### src/rtl/mem_wb_stage_if.sv
// Bundle between the execute stage, the memory/writeback stage, the data
// memory and the register file. The stage is the slave; the surrounding
// environment (execute stage, memory, register file) is the master side.
//
// Handshakes:
//   - Instruction: a transfer happens on a rising edge where in_valid and
//     in_ready are both high. in_valid must be held until then.
//   - Memory request: dmem_req stays high with we/addr/be/wdata stable until
//     the rising edge where dmem_gnt is high. Load data arrives later on the
//     first edge with dmem_rvalid high, never in the cycle of its grant.
interface mem_wb_stage_if #(
    parameter int XLEN   = 32,
    parameter int RNUM_W = 5
);
    logic                in_valid;
    logic                in_ready;
    logic [6:0]          opcode;
    logic [2:0]          func3;
    logic                wb_reg;
    logic [RNUM_W-1:0]   rd_num;
    logic [XLEN-1:0]     alu_out;
    logic [XLEN-1:0]     store_data;

    logic                dmem_req;
    logic                dmem_we;
    logic [XLEN-1:0]     dmem_addr;
    logic [XLEN/8-1:0]   dmem_be;
    logic [XLEN-1:0]     dmem_wdata;
    logic                dmem_gnt;
    logic                dmem_rvalid;
    logic [XLEN-1:0]     dmem_rdata;

    logic                wb_enable;
    logic [RNUM_W-1:0]   wb_rd_num;
    logic [XLEN-1:0]     wb_rd_data;
    logic                done;
    logic                err;

    modport slave (
        input  in_valid, opcode, func3, wb_reg, rd_num, alu_out, store_data,
        input  dmem_gnt, dmem_rvalid, dmem_rdata,
        output in_ready,
        output dmem_req, dmem_we, dmem_addr, dmem_be, dmem_wdata,
        output wb_enable, wb_rd_num, wb_rd_data, done, err
    );

    modport master (
        output in_valid, opcode, func3, wb_reg, rd_num, alu_out, store_data,
        output dmem_gnt, dmem_rvalid, dmem_rdata,
        input  in_ready,
        input  dmem_req, dmem_we, dmem_addr, dmem_be, dmem_wdata,
        input  wb_enable, wb_rd_num, wb_rd_data, done, err
    );
endinterface

### src/rtl/mem_wb_stage.sv
// Memory-access and writeback stage. Accepts one instruction at a time,
// performs loads/stores against a data memory with variable grant and
// response latency, formats load data and emits a one-cycle writeback.
// Every output is driven straight from a register.
module mem_wb_stage #(
    parameter int XLEN   = 32,
    parameter int RNUM_W = 5
) (
    input  logic             clk,
    input  logic             rst,
    mem_wb_stage_if.slave    bus,
    output logic [1:0]       dbg_state_o
);
    localparam int NB    = XLEN / 8;
    localparam int OFF_W = $clog2(NB);

    localparam logic [6:0] OPC_LOAD  = 7'b0000011;
    localparam logic [6:0] OPC_STORE = 7'b0100011;

    typedef enum logic [1:0] {
        S_IDLE = 2'd0,
        S_REQ  = 2'd1,
        S_WAIT = 2'd2,
        S_WB   = 2'd3
    } state_t;

    state_t              state_q;

    // Registered outputs
    logic                in_ready_q;
    logic                dmem_req_q;
    logic                dmem_we_q;
    logic [XLEN-1:0]     dmem_addr_q;
    logic [NB-1:0]       dmem_be_q;
    logic [XLEN-1:0]     dmem_wdata_q;
    logic                wb_enable_q;
    logic [RNUM_W-1:0]   wb_rd_num_q;
    logic [XLEN-1:0]     wb_rd_data_q;
    logic                done_q;
    logic                err_q;

    // Instruction context latched at acceptance
    logic                is_load_q;
    logic                wb_reg_q;
    logic [RNUM_W-1:0]   rd_num_q;
    logic [2:0]          func3_q;
    logic [OFF_W-1:0]    off_q;

    // Decode of the presented instruction
    logic                is_load_d;
    logic                is_store_d;
    logic [1:0]          sz_log_d;
    logic                size_ok_d;
    logic [2:0]          align_mask_d;
    logic                misalign_d;
    logic                acc_err_d;
    logic [OFF_W-1:0]    off_d;
    logic [XLEN-1:0]     addr_d;
    logic [NB-1:0]       be_d;
    logic [XLEN-1:0]     wdata_d;

    // Load data formatting
    logic [XLEN-1:0]     shifted;
    logic [XLEN-1:0]     load_fmt;

    assign off_d  = bus.alu_out[OFF_W-1:0];
    assign addr_d = {bus.alu_out[XLEN-1:OFF_W], {OFF_W{1'b0}}};

    // Access size, legality and alignment of the presented instruction
    always_comb begin
        is_load_d  = (bus.opcode == OPC_LOAD);
        is_store_d = (bus.opcode == OPC_STORE);
        sz_log_d   = 2'd0;
        size_ok_d  = 1'b0;
        case (bus.func3)
            3'b000: begin sz_log_d = 2'd0; size_ok_d = 1'b1;                      end
            3'b001: begin sz_log_d = 2'd1; size_ok_d = 1'b1;                      end
            3'b010: begin sz_log_d = 2'd2; size_ok_d = 1'b1;                      end
            3'b011: begin sz_log_d = 2'd3; size_ok_d = (XLEN == 64);              end
            3'b100: begin sz_log_d = 2'd0; size_ok_d = is_load_d;                 end
            3'b101: begin sz_log_d = 2'd1; size_ok_d = is_load_d;                 end
            3'b110: begin sz_log_d = 2'd2; size_ok_d = is_load_d && (XLEN == 64); end
            default: begin sz_log_d = 2'd0; size_ok_d = 1'b0;                     end
        endcase
        case (sz_log_d)
            2'd0:    align_mask_d = 3'b000;
            2'd1:    align_mask_d = 3'b001;
            2'd2:    align_mask_d = 3'b011;
            default: align_mask_d = 3'b111;
        endcase
        misalign_d = |(off_d & align_mask_d[OFF_W-1:0]);
        acc_err_d  = (is_load_d || is_store_d) && (!size_ok_d || misalign_d);
    end

    // Byte enables and lane-replicated store data
    always_comb begin
        be_d    = '0;
        wdata_d = '0;
        for (int i = 0; i < NB; i++) begin
            be_d[i] = (i >= int'(off_d)) && (i < int'(off_d) + (1 << sz_log_d));
            wdata_d[i*8 +: 8] = bus.store_data[(i & ((1 << sz_log_d) - 1))*8 +: 8];
        end
    end

    // Align returned data to bit 0, then sign- or zero-extend by access size
    always_comb begin
        shifted  = bus.dmem_rdata >> {off_q, 3'b000};
        load_fmt = shifted;
        case (func3_q)
            3'b000:  load_fmt = XLEN'($signed(shifted[7:0]));
            3'b001:  load_fmt = XLEN'($signed(shifted[15:0]));
            3'b010:  load_fmt = XLEN'($signed(shifted[31:0]));
            3'b100:  load_fmt = XLEN'(shifted[7:0]);
            3'b101:  load_fmt = XLEN'(shifted[15:0]);
            3'b110:  load_fmt = XLEN'(shifted[31:0]);
            default: load_fmt = shifted;
        endcase
    end

    // Control FSM with all outputs registered; WB pulses are set on entry
    always_ff @(posedge clk) begin
        if (rst) begin
            state_q      <= S_IDLE;
            in_ready_q   <= 1'b1;
            dmem_req_q   <= 1'b0;
            dmem_we_q    <= 1'b0;
            dmem_addr_q  <= '0;
            dmem_be_q    <= '0;
            dmem_wdata_q <= '0;
            wb_enable_q  <= 1'b0;
            wb_rd_num_q  <= '0;
            wb_rd_data_q <= '0;
            done_q       <= 1'b0;
            err_q        <= 1'b0;
            is_load_q    <= 1'b0;
            wb_reg_q     <= 1'b0;
            rd_num_q     <= '0;
            func3_q      <= '0;
            off_q        <= '0;
        end else begin
            done_q      <= 1'b0;
            wb_enable_q <= 1'b0;
            err_q       <= 1'b0;
            case (state_q)
                S_IDLE: begin
                    if (bus.in_valid && in_ready_q) begin
                        in_ready_q <= 1'b0;
                        is_load_q  <= is_load_d;
                        wb_reg_q   <= bus.wb_reg;
                        rd_num_q   <= bus.rd_num;
                        func3_q    <= bus.func3;
                        off_q      <= off_d;
                        if ((is_load_d || is_store_d) && !acc_err_d) begin
                            state_q      <= S_REQ;
                            dmem_req_q   <= 1'b1;
                            dmem_we_q    <= is_store_d;
                            dmem_addr_q  <= addr_d;
                            dmem_be_q    <= be_d;
                            dmem_wdata_q <= wdata_d;
                        end else begin
                            state_q <= S_WB;
                            done_q  <= 1'b1;
                            err_q   <= acc_err_d;
                            if (!acc_err_d) begin
                                wb_enable_q  <= bus.wb_reg && (bus.rd_num != '0);
                                wb_rd_num_q  <= bus.rd_num;
                                wb_rd_data_q <= bus.alu_out;
                            end
                        end
                    end
                end
                S_REQ: begin
                    if (bus.dmem_gnt) begin
                        dmem_req_q <= 1'b0;
                        dmem_we_q  <= 1'b0;
                        dmem_be_q  <= '0;
                        if (is_load_q) begin
                            state_q <= S_WAIT;
                        end else begin
                            state_q <= S_WB;
                            done_q  <= 1'b1;
                        end
                    end
                end
                S_WAIT: begin
                    if (bus.dmem_rvalid) begin
                        state_q      <= S_WB;
                        done_q       <= 1'b1;
                        wb_enable_q  <= wb_reg_q && (rd_num_q != '0);
                        wb_rd_num_q  <= rd_num_q;
                        wb_rd_data_q <= load_fmt;
                    end
                end
                default: begin
                    state_q    <= S_IDLE;
                    in_ready_q <= 1'b1;
                end
            endcase
        end
    end

    assign bus.in_ready   = in_ready_q;
    assign bus.dmem_req   = dmem_req_q;
    assign bus.dmem_we    = dmem_we_q;
    assign bus.dmem_addr  = dmem_addr_q;
    assign bus.dmem_be    = dmem_be_q;
    assign bus.dmem_wdata = dmem_wdata_q;
    assign bus.wb_enable  = wb_enable_q;
    assign bus.wb_rd_num  = wb_rd_num_q;
    assign bus.wb_rd_data = wb_rd_data_q;
    assign bus.done       = done_q;
    assign bus.err        = err_q;
    assign dbg_state_o    = state_q;

endmodule

### src/flat_wrapper.sv
// flat-port wrapper written by rule: the top's interface ports become plain ports
module mem_wb_stage_flat 
#(
    parameter int XLEN   = 32,
    parameter int RNUM_W = 5
)
  (clk, rst, dbg_state_o, bus_in_valid, bus_opcode, bus_func3, bus_wb_reg, bus_rd_num, bus_alu_out, bus_store_data, bus_dmem_gnt, bus_dmem_rvalid, bus_dmem_rdata, bus_in_ready, bus_dmem_req, bus_dmem_we, bus_dmem_addr, bus_dmem_be, bus_dmem_wdata, bus_wb_enable, bus_wb_rd_num, bus_wb_rd_data, bus_done, bus_err);
  mem_wb_stage_if #(.XLEN(XLEN), .RNUM_W(RNUM_W)) bus_i ();
  input  logic clk;
  input  logic rst;
  output logic [1:0] dbg_state_o;
  input wire logic [$bits(bus_i.in_valid)-1:0] bus_in_valid;
  input wire logic [$bits(bus_i.opcode)-1:0] bus_opcode;
  input wire logic [$bits(bus_i.func3)-1:0] bus_func3;
  input wire logic [$bits(bus_i.wb_reg)-1:0] bus_wb_reg;
  input wire logic [$bits(bus_i.rd_num)-1:0] bus_rd_num;
  input wire logic [$bits(bus_i.alu_out)-1:0] bus_alu_out;
  input wire logic [$bits(bus_i.store_data)-1:0] bus_store_data;
  input wire logic [$bits(bus_i.dmem_gnt)-1:0] bus_dmem_gnt;
  input wire logic [$bits(bus_i.dmem_rvalid)-1:0] bus_dmem_rvalid;
  input wire logic [$bits(bus_i.dmem_rdata)-1:0] bus_dmem_rdata;
  output wire logic [$bits(bus_i.in_ready)-1:0] bus_in_ready;
  output wire logic [$bits(bus_i.dmem_req)-1:0] bus_dmem_req;
  output wire logic [$bits(bus_i.dmem_we)-1:0] bus_dmem_we;
  output wire logic [$bits(bus_i.dmem_addr)-1:0] bus_dmem_addr;
  output wire logic [$bits(bus_i.dmem_be)-1:0] bus_dmem_be;
  output wire logic [$bits(bus_i.dmem_wdata)-1:0] bus_dmem_wdata;
  output wire logic [$bits(bus_i.wb_enable)-1:0] bus_wb_enable;
  output wire logic [$bits(bus_i.wb_rd_num)-1:0] bus_wb_rd_num;
  output wire logic [$bits(bus_i.wb_rd_data)-1:0] bus_wb_rd_data;
  output wire logic [$bits(bus_i.done)-1:0] bus_done;
  output wire logic [$bits(bus_i.err)-1:0] bus_err;
  assign bus_i.in_valid = bus_in_valid;
  assign bus_i.opcode = bus_opcode;
  assign bus_i.func3 = bus_func3;
  assign bus_i.wb_reg = bus_wb_reg;
  assign bus_i.rd_num = bus_rd_num;
  assign bus_i.alu_out = bus_alu_out;
  assign bus_i.store_data = bus_store_data;
  assign bus_i.dmem_gnt = bus_dmem_gnt;
  assign bus_i.dmem_rvalid = bus_dmem_rvalid;
  assign bus_i.dmem_rdata = bus_dmem_rdata;
  assign bus_in_ready = bus_i.in_ready;
  assign bus_dmem_req = bus_i.dmem_req;
  assign bus_dmem_we = bus_i.dmem_we;
  assign bus_dmem_addr = bus_i.dmem_addr;
  assign bus_dmem_be = bus_i.dmem_be;
  assign bus_dmem_wdata = bus_i.dmem_wdata;
  assign bus_wb_enable = bus_i.wb_enable;
  assign bus_wb_rd_num = bus_i.wb_rd_num;
  assign bus_wb_rd_data = bus_i.wb_rd_data;
  assign bus_done = bus_i.done;
  assign bus_err = bus_i.err;
  mem_wb_stage #(.XLEN(XLEN), .RNUM_W(RNUM_W)) u_core (.clk(clk), .rst(rst), .bus(bus_i), .dbg_state_o(dbg_state_o));
endmodule
### config.mk
export PLATFORM = sky130hd
export DESIGN_NAME = mem_wb_stage_flat
export DESIGN_NICKNAME = d
export VERILOG_FILES = /design/src/rtl/mem_wb_stage_if.sv /design/src/rtl/mem_wb_stage.sv /design/src/flat_wrapper.sv
export SDC_FILE = /design/constraint.sdc
export NUM_CORES = 1
export LEC_CHECK = 0
export CORE_ASPECT_RATIO = 2
export CORE_MARGIN = 2
export CORE_UTILIZATION = 46
export CTS_BUF_LIST = sky130_fd_sc_hd__clkbuf_2
export CTS_CLUSTER_DIAMETER = 60
export CTS_CLUSTER_SIZE = 30
export DETAILED_ROUTE_END_ITERATION = 10
export PLACE_DENSITY_LB_ADDON = 0.12
export SLEW_MARGIN = 20
export SYNTH_ARGS = -nofsm -noshare
export SYNTH_HDL_FRONTEND = slang
export SYNTH_SLANG_ARGS = --single-unit
### constraint.sdc
create_clock -name clk -period 4 [get_ports clk]
set_input_delay 1.2 -clock clk [delete_from_list [all_inputs] [get_ports clk]]
set_output_delay 1.2 -clock clk [all_outputs]
set_load 0.005 [all_outputs]
==> impl_metrics.ini, run 1 <==
[finish]
fill_cells = 1101
register_area_sq_mm = 0.00246
drive_gt1_share_pct = 7.90
layout_common_cells = clkdlybuf4s50_1 (226), nand2_1 (139), dfxtp_1 (123)
final_common_cell = clkdlybuf4s50_1
num-nets-final = 1036
syn_to_final_growth_pct = 43.0
finalNonFillerCells = 1077
multiInputGateArea_sq_mm = 0.00321

[logic_synthesis]
synth-adder-area-share_pct = 1.79
synthArstFlopShare_pct = 0
yosys.area_share.simple_pct = 19.4
synth_edf_count = 0
ys_seq_area_share_pct = 40.9
synth_xor_area_share_pct = 0
yosys_warnings = 0
ys_types = 55
synth_flop_cell = dfxtp_1
synth_mux_area_share_pct = 12.5
syn_area_per_cell_sq_um = 8.49
synth_area_sq_mm = 0.00602
ys_ff_latch = 123
synth-compound-area-share_pct = 19.3
synth_top_family_by_area = simple AND/OR/NAND/NOR gates
synthCells = 709

[detailed_routing]
num_vias = 5975
ant_nets = 0
dr.pass1.iters = 5
dr.first_iter.drc_count = 258
viasPerCell = 5.55
wl_per_cell_microns = 17.9
drc = 0
wl_microns = 19300

[timing]
drv_slew = 0
fin_crit_sh_pct = 76.5
tns_ps = 0
rsz0062_at_grt = no
final-setup-viol-count = 0
fmax_ghz = 0.327
finalHoldViolCount = 0
fin_crit_ps = 3060
slew_headroom_pct = 35.8
tightestPinTransition_ps = 963
finClkSkew_ps = 31.9

[worst_setup_path]
arrival_ps = 3660
slowest_delay_ps = 660
critPathTopFamily = buffers and inverters
worstPathCellList = clkdlybuf4s50_1 > nand3_1 > o21ai_2 > inv_2 > ha_1 > a221oi_2 > and4_2 > buf_12 > nor2_1 > a211oi_1
critPathRequiredTime_ps = 4600
path_class = input pin to flop
critPathSlowestCell = clkdlybuf4s50_1
worstPathMaxFanout = 58
path_buf_inv = 3
endpoint_kind = flop
crit_path_start_kind = input pin

[placement]
placedCellCount = 1044
io_buffer_count = 227
gp_congestion = 0.937
dp_hpwl_microns = 15100

[die]
io_pins = 230
core_sq_mm = 0.0129
die_h_microns = 166
dieArea_sq_mm = 0.0141
row_count = 59
initial_utilization_pct = 46.6
die_w_microns = 84.9

[clock_network]
cts_buffers = 17
clkSinkCount = 123
cts_tree = done
cts-resized-gates = 0
cts_hold_buf = 0
htreeDepth = 4
clk_path_buf_depth = 2
root_buffer = clkbuf_2
post_cts_buffers = 0
clk_pin_slew_ps = 200
worst_skew_pair.late_latency_ps = 670

[global_route]
grt_overflow = 0
grt_pass1_wl_microns = 30200
antenna_found_initial = 1
grt_pass1_vias = 5967
gr-usage-all-layers_pct = 27.1
grt_max_degree = 95

[power_and_ir_drop]
power_density_mw_per_mm2 = 499
peakVddDrop_mv = 0.329
p_leak_uw = 0.00309
p_total_uw = 4300

[outcome]
status = finished, final reports clean

[worst_hold_path]
hold_class = flop to flop

[job]
maxCapViolCount = 0
[cell families (layout without fill, tap and decap cells)]
kind of cell / after synthesis / count (layout)
buf+inv: 78 / 292
mux: 63 / 63
fa+ha+maj: 8 / 8
compound gates: 176 / 176
simple gates: 260 / 260
flops: 123 / 123
other cells: 1 / 3
[worst register-to-register path, delay by kind of cell, from the launching register on]
family / cells / cell delay (ps)
adders and majority gates: 1 / 420
AOI/OAI and AO/OA: 1 / 230
buffers and inverters: 2 / 360
DFF: 1 / 410
and+or+nand+nor: 3 / 1040
[state kept, by name, indices dropped and copies added, names as in the netlist]
register and flops:
u_core.bus.dmem_be 4, u_core.bus.wb_rd_data 32, u_core.is_load_q 1, u_core.bus.wb_enable 1, u_core.bus.dmem_addr 30, u_core.rd_num_q 5
u_core.bus.err 1, u_core.bus.in_ready 1, u_core.bus.dmem_req 1, u_core.bus.dmem_wdata 32, u_core.wb_reg_q 1, u_core.func3_q 3
u_core.bus.wb_rd_num 5, u_core.bus.done 1, u_core.dbg_state_o 2, u_core.off_q 2, u_core.bus.dmem_we 1
[final cells by class]
| class | instances | area share [%] |
|---|---|---|
| Multi-Input combinational cell | 509 | 37.2 |
| Sequential cell | 123 | 28.6 |
| Timing Repair Buffer | 243 | 27.9 |
| Clock inverter | 14 | 2.28 |
| Tap cell | 152 | 2.21 |
| Clock buffer | 18 | 1.05 |
| Inverter | 17 | 0.741 |
| Antenna cell | 1 | 0.0291 |
[per-stage QoR]
stage	setup WS, ps	hold WS [ps]	util [%]	instance area (sq um)
after floorplan	488	437	-	6030
final	940	466	66.7	8610
after global routing	769	489	66.7	8610
after detailed placement	260	446	64.4	8320
after global placement	443	441	64.4	8320
after CTS	1010	470	66.7	8610
[path summary, 6_finish.rpt]
check,startpoint,to,slack (ps),cells after the start
setup / recovery,bus_func3[1],u_core.bus.dmem_wdata[10],940,10
hold / removal,u_core.bus.dmem_wdata[5],u_core.bus.dmem_wdata[5],470,2
setup reg to reg,u_core.dbg_state_o[1],u_core.bus.dmem_wdata[10],1490,7
hold reg to reg,u_core.bus.dmem_wdata[5],u_core.bus.dmem_wdata[5],470,2
[synthesized netlist by cell type, types with 2 or more instances]
cell | count | area, sq um
nand2_1 | 139 | 522
dfxtp_1 | 123 | 2460
a21oi_1 | 74 | 370
nor2_1 | 56 | 210
mux2i_1 | 54 | 541
a211oi_1 | 52 | 390
clkbuf_1 | 34 | 128
buf_2 | 16 | 80.1
inv_1 | 16 | 60.1
nand3b_1 | 11 | 82.6
nor3_1 | 11 | 55.1
nor2b_1 | 9 | 56.3
o21ai_0 | 9 | 45.0
or2_2 | 9 | 56.3
o22ai_1 | 8 | 50.1
buf_4 | 7 | 52.6
ha_1 | 7 | 87.6
o41ai_1 | 7 | 61.3
a22o_1 | 6 | 52.6
mux4_2 | 6 | 135
nand2b_1 | 5 | 31.3
nand3_1 | 5 | 25.0
buf_6 | 3 | 33.8
mux4_1 | 3 | 78.8
or4_1 | 3 | 22.5
a211o_1 | 2 | 17.5
a22oi_1 | 2 | 15.0
and2_1 | 2 | 12.5
and3_1 | 2 | 12.5
o2111ai_1 | 2 | 17.5
o21a_1 | 2 | 15.0
[where the power goes]
| part | internal, uW | switching, uW |
|---|---|---|
| combinational | 889 | 924 |
| clock | 414 | 505 |
| sequential | 1430 | 141 |
[layer usage]
metal	GRT usage, %	vias to the layer above	routed length [microns]
met1	26.6	2767	6520
met4	11.5	0	635
met5	0	-	0
met2	52.6	269	10900
met3	6.11	38	1230
li1	-	2901	-
(Power assumes the default switching activity.)
==> run 2: changes to the inputs <==
Clock period 4 ns to 3.2 ns, I/O delays scaled along.
==> run 2 against run 1 <==
Final area up 2.1%. Critical path type is now flop to primary output. Core utilization up 1.4 points. Cell count up 1.6%. Sequential share of layout area down 0.59 points. Via count up 2.0%. Combinational power up 31%.
==> impl_metrics.ini, run 2 (synthesized netlist as in run 1, its figures left out) <==
[timing]
rsz0062_at_grt = no
tns_ps = 0
fin_crit_sh_pct = 82.6
slew_headroom_pct = 46.6
fin_ws_ps = 557
tightestPinTransition_ps = 799
fin_crit_ps = 2640
finalHoldViolCount = 0
finClkSkew_ps = 35.6
fmax_ghz = 0.378
drv_slew = 0
final-setup-viol-count = 0

[power_and_ir_drop]
p_sw_share_pct = 36.0
p_comb_share_pct = 42.5
p_int_uw = 3570
switchingPower_uw = 2010
p_seq_share_pct = 35.4
p_leak_uw = 0.00320
power_density_mw_per_mm2 = 634
p_total_uw = 5570
peakVddDrop_mv = 0.385
pwr-share-clk_pct = 22.0

[finish]
final_util_pct = 68.1
syn_to_final_growth_pct = 46.0
num-nets-final = 1053
design_area_sq_mm = 0.00879
final_common_cell = clkdlybuf4s50_1
layout_common_cells = clkdlybuf4s50_1 (226), nand2_1 (139), dfxtp_1 (123)
drive_gt1_share_pct = 9.56

[detailed_routing]
top_layer_used = met4
wl_per_cell_microns = 18.1
ant_nets = 0
dr.pass1.iters = 5
wl_microns = 19800
viasPerCell = 5.57
num_vias = 6093
wirelength_met1_microns = 6710
wl_met3_microns = 1170
drc = 0
dr.first_iter.drc_count = 236
met2WireLength_microns = 10800

[placement]
dp_hpwl_microns = 15200
pre_cts_slack_ps = -234
dpl_cell_area_sq_mm = 0.00847
gp_congestion = 0.895
io_buffer_count = 227

[global_route]
antenna_found_initial = 1
grt_max_degree = 74
grt_overflow = 0
grt_pass1_vias = 6140
gr-usage-all-layers_pct = 27.6
grt_pass1_wl_microns = 30700

[die]
io_pins = 230
dieArea_sq_mm = 0.0141
die_h_microns = 166
initial_utilization_pct = 46.6
core_sq_mm = 0.0129
die_w_microns = 84.9
row_count = 59

[clock_network]
cts_buffers = 17
clk_pin_slew_ps = 200
cts-resized-gates = 0
clk_path_buf_depth = 2
root_buffer = clkbuf_2
cts_hold_buf = 0
worst_skew_pair.late_latency_ps = 660
cts_tree = done
clkSinkCount = 123
post_cts_buffers = 0
htreeDepth = 4

[worst_setup_path]
endpoint_kind = primary output
path_class = flop to primary output
critPathRequiredTime_ps = 2240
critPathSlowestCell = clkdlybuf4s50_1
path_buf_inv = 1
crit_path_start_kind = flop
slowest_delay_ps = 550
critPathTopFamily = buffers and inverters
worstPathMaxFanout = 5
worstPathCellList = clkdlybuf4s50_1
arrival_ps = 1680

[job]
maxCapViolCount = 0

[outcome]
status = finished, final reports clean

[worst_hold_path]
hold_class = flop to flop
-- run 2: changes by cell type in the layout (fill, tap and decap cells not counted), sizes merged --
cell | previous run | this run
buf | 17 | 34
bufinv | 4 | 5
clkinv | 4 | 5
clkinvlp | 5 | 3
-- run 2: power groups by stage --
| stage | sequential, uW | combinational [uW] | clock (uW) |
|---|---|---|---|
| after floorplan | 1970 | 1340 | 0 |
| after detailed placement | 2010 | 2340 | 0 |
| after global routing | 2000 | 2560 | 1310 |
| after global placement | 2000 | 2280 | 0 |
| after CTS | 1970 | 2350 | 1260 |
| final | 1970 | 2370 | 1230 |
-- run 2: routing by layer --
layer	vias up	GRT usage, %
met4	0	16.8
met3	63	5.72
li1	2941	-
met5	-	0
met2	263	51.6
met1	2826	26.6
-- run 2: final timing paths --
kind | from | end | slack [ps] | depth (start not counted)
min | u_core.bus.dmem_addr[12] | u_core.bus.dmem_addr[12] | 470 | 2
max | u_core.dbg_state_o[0] | dbg_state_o[0] | 560 | 1
min reg2reg | u_core.bus.dmem_addr[12] | u_core.bus.dmem_addr[12] | 470 | 2
max reg2reg | u_core.dbg_state_o[0] | u_core.bus.wb_rd_data[23] | 640 | 8
-- run 2: metrics by stage --
stage,std cells,hold slack [ps]
finish,1094,468
global route,1094,485
CTS,1092,470
detailed placement,1060,446
global placement,1060,441
floorplan,710,437
-- run 2: area by class of cell --
cell class / count / area [sq um]
fill: 1093 / 4130
sequential: 123 / 2460
inverter: 17 / 63.8
clock buffer: 18 / 90.1
multi-input combinational: 509 / 3210
antenna: 1 / 2.50
clock inverter: 14 / 220
tap: 152 / 190
timing repair buffer: 260 / 2560
==> run 3: changes to the inputs <==
Clock period 3.2 ns to 2.7 ns, I/O delays scaled along.
==> run 3 against run 2 <==
Register-to-register slack got worse by 230 ps. Combinational power is 29% higher. Sequential share of layout area decreased by 0.36 points. Setup slack lost 360 ps. First-iteration DRC count grew 11%. Total power grew 17%. Count of clock-buffer cells in the layout is 1 lower. Routed wire length increased by 0.60%. Via count rose by 1.4%. Sequential power is 18% higher. Critical endpoint is now u_core.bus.dmem_be[1]. Largest power group unchanged.
==> impl_metrics.ini, run 3 (synthesized netlist as in run 1, its figures left out) <==
[placement]
dp_hpwl_microns = 15400
gp_congestion = 0.945
pre_cts_slack_ps = -494
io_buffer_count = 227
placedCellCount = 1078

[detailed_routing]
ant_nets = 0
dr.first_iter.drc_count = 263
viasPerCell = 5.56
wl_microns = 19900
dr.pass1.iters = 4
num_vias = 6180
wl_per_cell_microns = 18.0
drc = 0

[global_route]
grt_pass1_vias = 6351
grt_overflow = 0
grt_max_degree = 72
grt_pass1_wl_microns = 31600
gr-usage-all-layers_pct = 28.3
antenna_found_initial = 1

[timing]
fin_crit_sh_pct = 92.7
finClkSkew_ps = 35.3
rsz0062_at_grt = no
tns_ps = 0
fmax_ghz = 0.399
final-setup-viol-count = 0
drv_slew = 0
slew_headroom_pct = 48.5
fin_ws_ps = 197
fin_crit_ps = 2500
finalHoldViolCount = 0
tightestPinTransition_ps = 771

[die]
io_pins = 230
die_w_microns = 84.9
die_h_microns = 166
dieArea_sq_mm = 0.0141
initial_utilization_pct = 46.6
row_count = 59
core_sq_mm = 0.0129

[clock_network]
clk_pin_slew_ps = 210
cts_hold_buf = 0
clkSinkCount = 123
clk_path_buf_depth = 2
cts_tree = done
root_buffer = clkbuf_2
worst_skew_pair.late_latency_ps = 680
htreeDepth = 4
post_cts_buffers = 0
cts-resized-gates = 0
cts_buffers = 17

[worst_setup_path]
worstPathMaxFanout = 3
critPathTopFamily = compound AO/OA/AOI/OAI gates
worstPathCellList = clkdlybuf4s50_1 > nand3_2 > o21ai_4 > ha_1 > inv_1 > fa_1 > nor4b_1 > a22oi_1 > o21a_1 > a22o_1
path_class = input pin to flop
critPathRequiredTime_ps = 3290
slowest_delay_ps = 570
path_buf_inv = 2
crit_path_start_kind = input pin
critPathSlowestCell = clkdlybuf4s50_1
rrSetupSlack_ps = 410
endpoint_kind = flop
arrival_ps = 3090

[power_and_ir_drop]
peakVddDrop_mv = 0.563
power_density_mw_per_mm2 = 731
p_leak_uw = 0.00327

[worst_hold_path]
hold_class = flop to flop

[finish]
finalNonFillerCells = 1111
syn_to_final_growth_pct = 47.9
num-nets-final = 1070
fill_cells = 1073
final_util_pct = 68.9
drive_gt1_share_pct = 11.5
final_common_cell = clkdlybuf4s50_1
layout_common_cells = clkdlybuf4s50_1 (226), nand2_1 (139), dfxtp_1 (123)

[outcome]
status = finished, final reports clean

[job]
maxCapViolCount = 0
run 3: cell types whose count changed in the layout (fill, tap and decap cells not counted), sizes merged:
cell	change
clkbuf	-1
bufinv	-4
clkinv	+2
inv	+4
buf	+17
clkinvlp	-1
run 3: through the flow:
step	total power (uW)	hold slack (ps)	cell area, sq um
after CTS	6550	469	8900
after floorplan	3930	437	6090
after global routing	6890	494	8910
after global placement	5340	442	8680
final	6510	469	8910
after detailed placement	5400	446	8680
run 3: worst register-to-register path: stages, from the launching register on:
cell      delay, ps
dfxtp_1         480
ha_2            480
nor2_1          190
a211o_1         350
buf_12          150
buf_4           130
a211oi_1        320
nor3_1           90
run 3: path summary, 6_finish.rpt:
path | startpoint | end | depth (start not counted)
max reg2reg | u_core.dbg_state_o[1] | u_core.bus.wb_rd_data[23] | 7
min | u_core.bus.dmem_addr[21] | u_core.bus.dmem_addr[21] | 2
max | bus_func3[0] | u_core.bus.dmem_be[1] | 10
min reg2reg | u_core.bus.dmem_addr[21] | u_core.bus.dmem_addr[21] | 2
run 3: area by class of cell:
class                   instances  area [sq um]  area share [%]
inverters                      17          63.8           0.716
clock buffers                  17          85.1           0.955
flip-flops and latches        123          2460            27.6
repair buffers                277          2720            30.5
diodes                          1          2.50          0.0281
well taps                     152           190            2.14
multi-input cells             509          3240            36.4
clock inverters                15           141            1.59
run 3: power breakdown:
part / internal, uW / total (uW) / switching [uW]
registers: 2120 / 2320 / 202
logic: 1610 / 3060 / 1450
clock network: 350 / 1130 / 779
total: 4080 / 6510 / 2430
run 3: routing by layer:
metal / GRT usage (%) / share of wire, % / wire (microns) / vias up
met2: 53.5 / 55 / 10900 / 270
met4: 15.9 / 5.4 / 1090 / 0
met1: 26.9 / 34 / 6690 / 2879
met3: 6.46 / 6.2 / 1240 / 65
li1: - / - / - / 2966
met5: 0 / 0 / 0 / -
